**src/rtl/mem_if_pkg.sv**
```systemverilog
// Shared definitions for the cache-to-memory block interface.
package mem_if_pkg;

  localparam int ADDR_WIDTH = 6;
  localparam int DATA_WIDTH = 32;

  typedef enum logic [1:0] {
    IDLE = 2'b00,
    BUSY = 2'b01,
    DONE = 2'b10
  } state_e;

  typedef enum logic {
    OP_READ  = 1'b0,
    OP_WRITE = 1'b1
  } op_e;

  // Countdown width able to hold LATENCY-1; never narrower than one bit.
  function automatic int cnt_width(input int latency);
    return (latency <= 2) ? 1 : $clog2(latency);
  endfunction

endpackage

```
**src/rtl/mem_latency_counter.sv**
```systemverilog
// Load / decrement countdown used to model main-memory access latency.
module mem_latency_counter #(
  parameter int WIDTH = 6
) (
  input  logic             clock,
  input  logic             reset,
  input  logic             load,
  input  logic             dec,
  input  logic [WIDTH-1:0] load_value,
  output logic             zero
);

  logic [WIDTH-1:0] count_q, count_d;

  // Load has priority; decrement stops at zero.
  always_comb begin
    count_d = count_q;
    if (load) begin
      count_d = load_value;
    end else if (dec && (count_q != '0)) begin
      count_d = count_q - WIDTH'(1);
    end
  end

  // Countdown register.
  always_ff @(posedge clock or posedge reset) begin
    if (reset) begin
      count_q <= '0;
    end else begin
      count_q <= count_d;
    end
  end

  assign zero = (count_q == '0);

endmodule

```
**src/rtl/block_data_memory.sv**
```systemverilog
// Block main memory answering the data cache: latched request, fixed
// latency, one-cycle DONE, saturating access counters.
module block_data_memory #(
  parameter int ADDR_WIDTH = mem_if_pkg::ADDR_WIDTH,
  parameter int DATA_WIDTH = mem_if_pkg::DATA_WIDTH,
  parameter int LATENCY    = 40,
  parameter int CNT_WIDTH  = 16
) (
  input  logic                  clock,
  input  logic                  reset,
  input  logic                  read,
  input  logic                  write,
  input  logic [ADDR_WIDTH-1:0] address,
  input  logic [DATA_WIDTH-1:0] writedata,
  output logic [DATA_WIDTH-1:0] readdata,
  output logic                  busywait,
  output logic [CNT_WIDTH-1:0]  read_count,
  output logic [CNT_WIDTH-1:0]  write_count
);

  import mem_if_pkg::*;

  localparam int LAT_W = cnt_width(LATENCY);
  localparam logic [LAT_W-1:0] LOAD_VAL = LAT_W'(LATENCY - 1);

  state_e                state_q, state_d;
  op_e                   op_q, op_d;
  logic [ADDR_WIDTH-1:0] addr_q, addr_d;
  logic [DATA_WIDTH-1:0] data_q, data_d;
  logic [DATA_WIDTH-1:0] readdata_q, readdata_d;
  logic [CNT_WIDTH-1:0]  rd_cnt_q, rd_cnt_d;
  logic [CNT_WIDTH-1:0]  wr_cnt_q, wr_cnt_d;
  logic [DATA_WIDTH-1:0] mem_array [2**ADDR_WIDTH];

  logic req;
  logic cnt_load, cnt_dec, cnt_zero;
  logic mem_wr_en;

  // Exactly one of read/write makes a legal request; both high is ignored.
  assign req = read ^ write;

  mem_latency_counter #(
    .WIDTH (LAT_W)
  ) u_latency (
    .clock      (clock),
    .reset      (reset),
    .load       (cnt_load),
    .dec        (cnt_dec),
    .load_value (LOAD_VAL),
    .zero       (cnt_zero)
  );

  // Next-state: accept in IDLE, count down in BUSY, access on terminal count.
  always_comb begin
    state_d    = state_q;
    op_d       = op_q;
    addr_d     = addr_q;
    data_d     = data_q;
    readdata_d = readdata_q;
    rd_cnt_d   = rd_cnt_q;
    wr_cnt_d   = wr_cnt_q;
    cnt_load   = 1'b0;
    cnt_dec    = 1'b0;
    mem_wr_en  = 1'b0;
    case (state_q)
      IDLE: begin
        if (req) begin
          state_d  = BUSY;
          op_d     = write ? OP_WRITE : OP_READ;
          addr_d   = address;
          data_d   = writedata;
          cnt_load = 1'b1;
        end
      end
      BUSY: begin
        if (!cnt_zero) begin
          cnt_dec = 1'b1;
        end else begin
          state_d = DONE;
          if (op_q == OP_READ) begin
            readdata_d = mem_array[addr_q];
            rd_cnt_d   = (rd_cnt_q == '1) ? rd_cnt_q : rd_cnt_q + CNT_WIDTH'(1);
          end else begin
            mem_wr_en = 1'b1;
            wr_cnt_d  = (wr_cnt_q == '1) ? wr_cnt_q : wr_cnt_q + CNT_WIDTH'(1);
          end
        end
      end
      DONE:    state_d = IDLE;
      default: state_d = IDLE;
    endcase
  end

  // FSM, latched request and counters; reset aborts any pending access.
  always_ff @(posedge clock or posedge reset) begin
    if (reset) begin
      state_q    <= IDLE;
      op_q       <= OP_READ;
      addr_q     <= '0;
      data_q     <= '0;
      readdata_q <= '0;
      rd_cnt_q   <= '0;
      wr_cnt_q   <= '0;
    end else begin
      state_q    <= state_d;
      op_q       <= op_d;
      addr_q     <= addr_d;
      data_q     <= data_d;
      readdata_q <= readdata_d;
      rd_cnt_q   <= rd_cnt_d;
      wr_cnt_q   <= wr_cnt_d;
    end
  end

  // Storage array is never cleared by reset.
  always_ff @(posedge clock) begin
    if (mem_wr_en) begin
      mem_array[addr_q] <= data_q;
    end
  end

  assign busywait    = ((state_q == IDLE) && req) || (state_q == BUSY);
  assign readdata    = readdata_q;
  assign read_count  = rd_cnt_q;
  assign write_count = wr_cnt_q;

endmodule

```
**config.mk**
```make
export PLATFORM = sky130hd
export DESIGN_NAME = block_data_memory
export DESIGN_NICKNAME = d
export VERILOG_FILES = /design/src/rtl/mem_if_pkg.sv /design/src/rtl/mem_latency_counter.sv /design/src/rtl/block_data_memory.sv
export SDC_FILE = /design/constraint.sdc
export NUM_CORES = 2
export LEC_CHECK = 0
export CAP_MARGIN = 15
export CORE_ASPECT_RATIO = 0.75
export CORE_MARGIN = 3
export CORE_UTILIZATION = 33
export CTS_CLUSTER_DIAMETER = 50
export CTS_CLUSTER_SIZE = 30
export DETAILED_ROUTE_END_ITERATION = 10
export PLACE_DENSITY = 0.46
export SLEW_MARGIN = 5
export SYNTH_ARGS = -nofsm -noshare
export SYNTH_HDL_FRONTEND = slang
export SYNTH_HIERARCHICAL = 1
export SYNTH_SLANG_ARGS = --single-unit
```
**constraint.sdc**
```tcl
create_clock -name clock -period 3.4 [get_ports clock]
set_input_delay 0.34 -clock clock [delete_from_list [all_inputs] [get_ports clock]]
set_output_delay 0.34 -clock clock [all_outputs]
set_load 0.1 [all_outputs]
```
-- After elaboration in Yosys (flattened, before gate mapping)
Memories as Yosys holds them, arrays and structs flattened. A register that Yosys moved wholly into a read port is not among the register bits.
Cells that the tools add are included.
- register bits: 79
- bits in writable memories: 2048
- memories: 1
- memory list (memory ; depth ; bits a word ; rd ports ; clocked after memory_dff ; wr ports ; line ; RTL):
    mem_array ; 64 ; 32 ; 1 ; 1 ; 1 ; block_data_memory.sv:33 ; logic [DATA_WIDTH-1:0] mem_array [2**ADDR_WIDTH];
- bitwise operators: 4
- equality and inequality tests: 5
- reduce and logical (&&, ||, !) cells: 12
- add/sub/neg operators: 3
- multiplexer cells: 15
- operator list (cell ; count):
    16-bit by 1-bit adder with 16-bit output (second input constant) ; 2
    16-bit == test (second input constant) ; 2
    6-bit two-way mux ; 2
    1-bit two-way mux ; 10
    4-bit AND reduction ; 2
    6-bit logical NOT ; 1
    6-bit nonzero test ; 1
    6-bit by 1-bit subtractor with 6-bit output (second input constant) ; 1
    2-bit two-way mux ; 2
    2-bit inequality test (second input constant) ; 2
    2-bit case mux with 2 select lines ; 1
    2-bit AND reduction ; 2
    1-bit NOT ; 3
    3-bit AND reduction ; 1
    2-bit by 1-bit == test with 1-bit output (second input constant) ; 1
    1-bit logical AND ; 2
    2-bit logical NOT ; 1
    2-bit nonzero test ; 1
    1-bit logical OR ; 1
    1-bit XOR ; 1

-- Logic depth before layout (Yosys ltp)
- depth after elaboration: 6
- mapped depth: 12

-- Modules after synthesis
Netlist, hierarchy kept.
- modules (own cells, without submodules) (module ; cells each ; sequential area each (um^2) ; area an instance (um^2) ; instances):
    block_data_memory ; 4453 ; 64126.5 ; 82696.8 ; 1
    mem_latency_counter ; 49 ; 150.1 ; 425.4 ; 1

-- Worst setup path before layout
Ideal clock, no wire load.
- path type: register to register
- start: register u_latency.count_q[2]
- end: memory mem_array[13][0], enable pin
- setup time: 0.421 ns
- clock period less this slack: 3.531 ns
- slack: -0.131 ns
- data required time: 2.979 ns
- data arrival time: 3.110 ns
- cell stages (with the launch flop): 7
- cell sequence: dfrtp_1 -> or3_1 -> nor2_1 -> and4b_1 -> clkbuf_1 -> nand3_1 -> nor2_1
- longest elaborated chain between the ends: 5
- ends and longest elaborated chain (element ; line ; RTL):
    start: declaration ; mem_latency_counter.sv:13 ; logic [WIDTH-1:0] count_q, count_d;
    start signal: assignment ; mem_latency_counter.sv:30 ; count_q <= count_d;
    6-bit logical NOT ; mem_latency_counter.sv:34 ; assign zero = (count_q == '0);
    named net cnt_zero ; block_data_memory.sv:36 ; logic cnt_load, cnt_dec, cnt_zero;
    1-bit two-way mux ; block_data_memory.sv:76 ; if (!cnt_zero) begin
    1-bit two-way mux ; block_data_memory.sv:65 ; case (state_q)
    1-bit two-way mux ; block_data_memory.sv:117 ; if (mem_wr_en) begin
    1-bit two-way mux (not written as such) ; block_data_memory.sv:118 ; mem_array[addr_q] <= data_q;
    end: declaration ; block_data_memory.sv:33 ;
The timed path passes the listed nets, and every way through them passes these cells.

-- Final worst setup path
- start: register u_latency.count_q[2]
- end: register readdata_q[21] (netlist: readdata[21]), read port of mem_array
- longest elaborated chain between the ends: 2
- ends and longest elaborated chain (element ; line ; RTL):
    6-bit logical NOT ; mem_latency_counter.sv:34 ;
    named net cnt_zero ; block_data_memory.sv:36 ;
    3-bit AND reduction (no source line) ; -- ;
    end: declaration ; block_data_memory.sv:30 ; logic [DATA_WIDTH-1:0] readdata_q, readdata_d;
The timed path passes the listed nets, and every way through them passes these cells.
A chain may end at the register's enable or synchronous reset.

==> metrics.txt <==
critical-path maximum fanout=20; Peak VDD IR=0.000497 V; clk_lat worst skew=0.86 ns; register area share after synthesis=between 70 and 80%; I/O pin count=about 110; critical path type=flop to flop; period utilization=98.0%; DRT antenna net count=0; vias in the first global route=about 47000; Multi-input gate area=about 18000 sq um; Final min period=between 3 and 4 ns; die area=258000 sq um; FF-to-FF Start=u_latency/count_q[2]; Hold WC Path Type=primary input to flop; Layout area overhead=18.7%; TritonRoute pass-1 iters=6; CP required=roughly 4.2 ns; Vias=49100; Synth warnings=6; Max H-tree Level=4; Hold Fails Final Rpt=0; Syn Area/Cell=~18 sq um; post-DP HPWL=around 200000 um; fmax=around 300 MHz; PD cells=slightly below 900 nW/um^2; Core Rows=158; synthesized instance count=roughly 4500; static leakage=~32 nW; number of DRC markers in iteration 0=approximately 6300; run status=completed; crit start category=flop; CTS sink count=roughly 2200; Crit path arrival time=4.08 ns; clk buf depth=4; Seq cells post-synth=2159; Initial Util=33.4%; fillers=about 22000; total track usage=23.9%; Synth Flop Type=edfxtp_1; drt drc=0; initial antenna violation count=19; flop2flop setup slack=between 0.06 and 0.07 ns; Root Buffer=clkbuf_16; post-synthesis async set-or-reset flop share=~5.1%; Detailed Route WL=~310000 um; layout cell share with drive strength beyond 1=25.6%; die width=slightly below 600 um; critical path startpoint=u_latency/count_q[2]; Area contributors post-synth=edfxtp_1, mux4_2, dfrtp_1; Max Clock Skew=about 0.055 ns; I/O Buffers=106; Max-cap violations=0; core area=approximately 250000 sq um; routability cong.=0.853; storage element area=~64000 sq um; top cell type's share of synthesized area=between 70% and 80%; slew of the pin with the lowest slew margin=~1.2 ns; clock-pin slew on the worst setup and hold paths=about 0.080 ns; min-delay src=writedata[31]; final std cells w/o fill=~8400; Routed WL per cell=37.3 um; Hold Path Stages=3; Post-synth EDFFs=between 2000 and 2500; Critical Path End Type=flop; Die Y=between 400 and 500 um; number of distinct library cells after synthesis=78; Setup WS post-layout=between 0.06 and 0.07 ns; # placed instances=just over 8000; Min Hold Slack=roughly 0.07 ns; Setup violations, final=0; total grt overflow=0; dpl ws=-0.442 ns; fin. max-slew vios=0; Synth area leader=edfxtp_1; first-pass GRT wire length=about 420000 um; most common cell in the synthesized netlist=edfxtp_1; synthesized cell area=~83000 sq um; Reg-to-Reg End=readdata[21]; post-layout net count=5023; WHS Endpoint=data_q[31]; largest net degree at the start of global routing=66; most frequent cells after synthesis=edfxtp_1, a221oi_1, nand2_1; R2R cell count=9; CTS Buf Count=roughly 170; CTS tree=yes; headroom to the max-slew limit=between 10% and 20%; vias per cell=roughly 5.8
## cells by family (layout without fill, tap and decap cells)
group | Yosys count | after routing | synth area share, %
compound gates | 919 | 919 | 8.30
xor+xnor | 30 | 30 | 0.316
fa+ha+maj | 4 | 4 | 0.0602
buf+inv | 316 | 918 | 2.00
flops | 2159 | 2159 | 77.3
mux | 523 | 523 | 9.09
other cells | 2 | 13 | 0.00903
simple gates | 549 | 549 | 2.91
## placed cells by master, fill, tap and decap left out, drive strengths merged, types with 17 or more instances in the layout
master and count:
a21oi 84, a221o 36, a221oi 257, a22o 25
a22oi 174, buf 523, clkbuf 184, clkdlybuf4s50 74
clkinv 46, dfrtp 111, edfxtp 2048, inv 70
mux2 199, mux2i 159, mux4 165, nand2 223
nand3 33, nand4 27, nor2 185, o21ai 105
o22ai 96, o2bb2ai 17, o32a 20, xnor2 22
## metal layers
metal / GRT usage (%) / routed length, um / vias to the layer above
li1: - / - / 19600
met1: 36.4 / 142000 / 26700
met2: 35.2 / 137000 / 2456
met3: 4.06 / 26500 / 359
met4: 5.99 / 8520 / 2
met5: 0 / 13 / -
## critical path: stages (launching register included)
cell and delay (ns):
dfrtp_1 0.43, or3_1 0.44, nor2_1 0.24, and3b_1 0.25, nand2b_2 0.25, buf_12 0.29
a21o_1 0.18, a21oi_1 0.32, nand4b_1 0.41, o32a_1 0.41
## worst max path at each step
stage / end / slack, ns / cells past startpoint
floorplan: mem_array[13][0] / -0.13 / 6
global placement: readdata[0] / -0.41 / 8
detailed placement: readdata[0] / -0.44 / 8
CTS: readdata[0] / 0.07 / 8
global route: readdata[0] / -0.0002 / 8
finish: readdata[21] / 0.07 / 9
## where the power goes
group	total (mW)	switching, mW	internal (mW)
logic	29.5	19.7	9.80
registers	35.8	2.93	32.8
clock network	21.4	10.7	10.7
total	86.7	33.4	53.3
## cell type report
type / instances / area share [%]
Sequential cell: 2159 / 65.2
Clock buffer: 184 / 4.41
Clock inverter: 118 / 1.52
Inverter: 14 / 0.0710
Timing Repair Buffer: 602 / 6.56
Multi-Input combinational cell: 2031 / 18.1
Tap cell: 3280 / 4.16
Antenna cell: 7 / 0.0178
## per-stage QoR
stage	setup TNS, ns	instance area, sq um	power, mW	util [%]
6_report	0	98700	86.7	39.6
5_1_grt	-0.000155	98600	89.2	39.6
4_1_cts	0	98600	87.0	39.6
3_5_place_dp	-0.700	92700	65.7	37.2
3_3_place_gp	-0.685	92700	65.5	37.2
2_1_floorplan	-171.55	83200	49.7	-
## registers in the layout (all words and copies together) (netlist names)
name,cells
state_q,2
addr_q,6
write_count,16
read_count,16
mem_array,2048
readdata,32
op_q,1
u_latency/count_q,6
data_q,32
## repair_timing
action / CTS / global route
endpoints found under the hold margin: 10 / 0
resized for setup: 4 / 0
hold buffers: 5 / 0
setup endpoints to repair: 3 / 0
setup buffers: 0 / 0
Power figures use the tool's default switching activity.
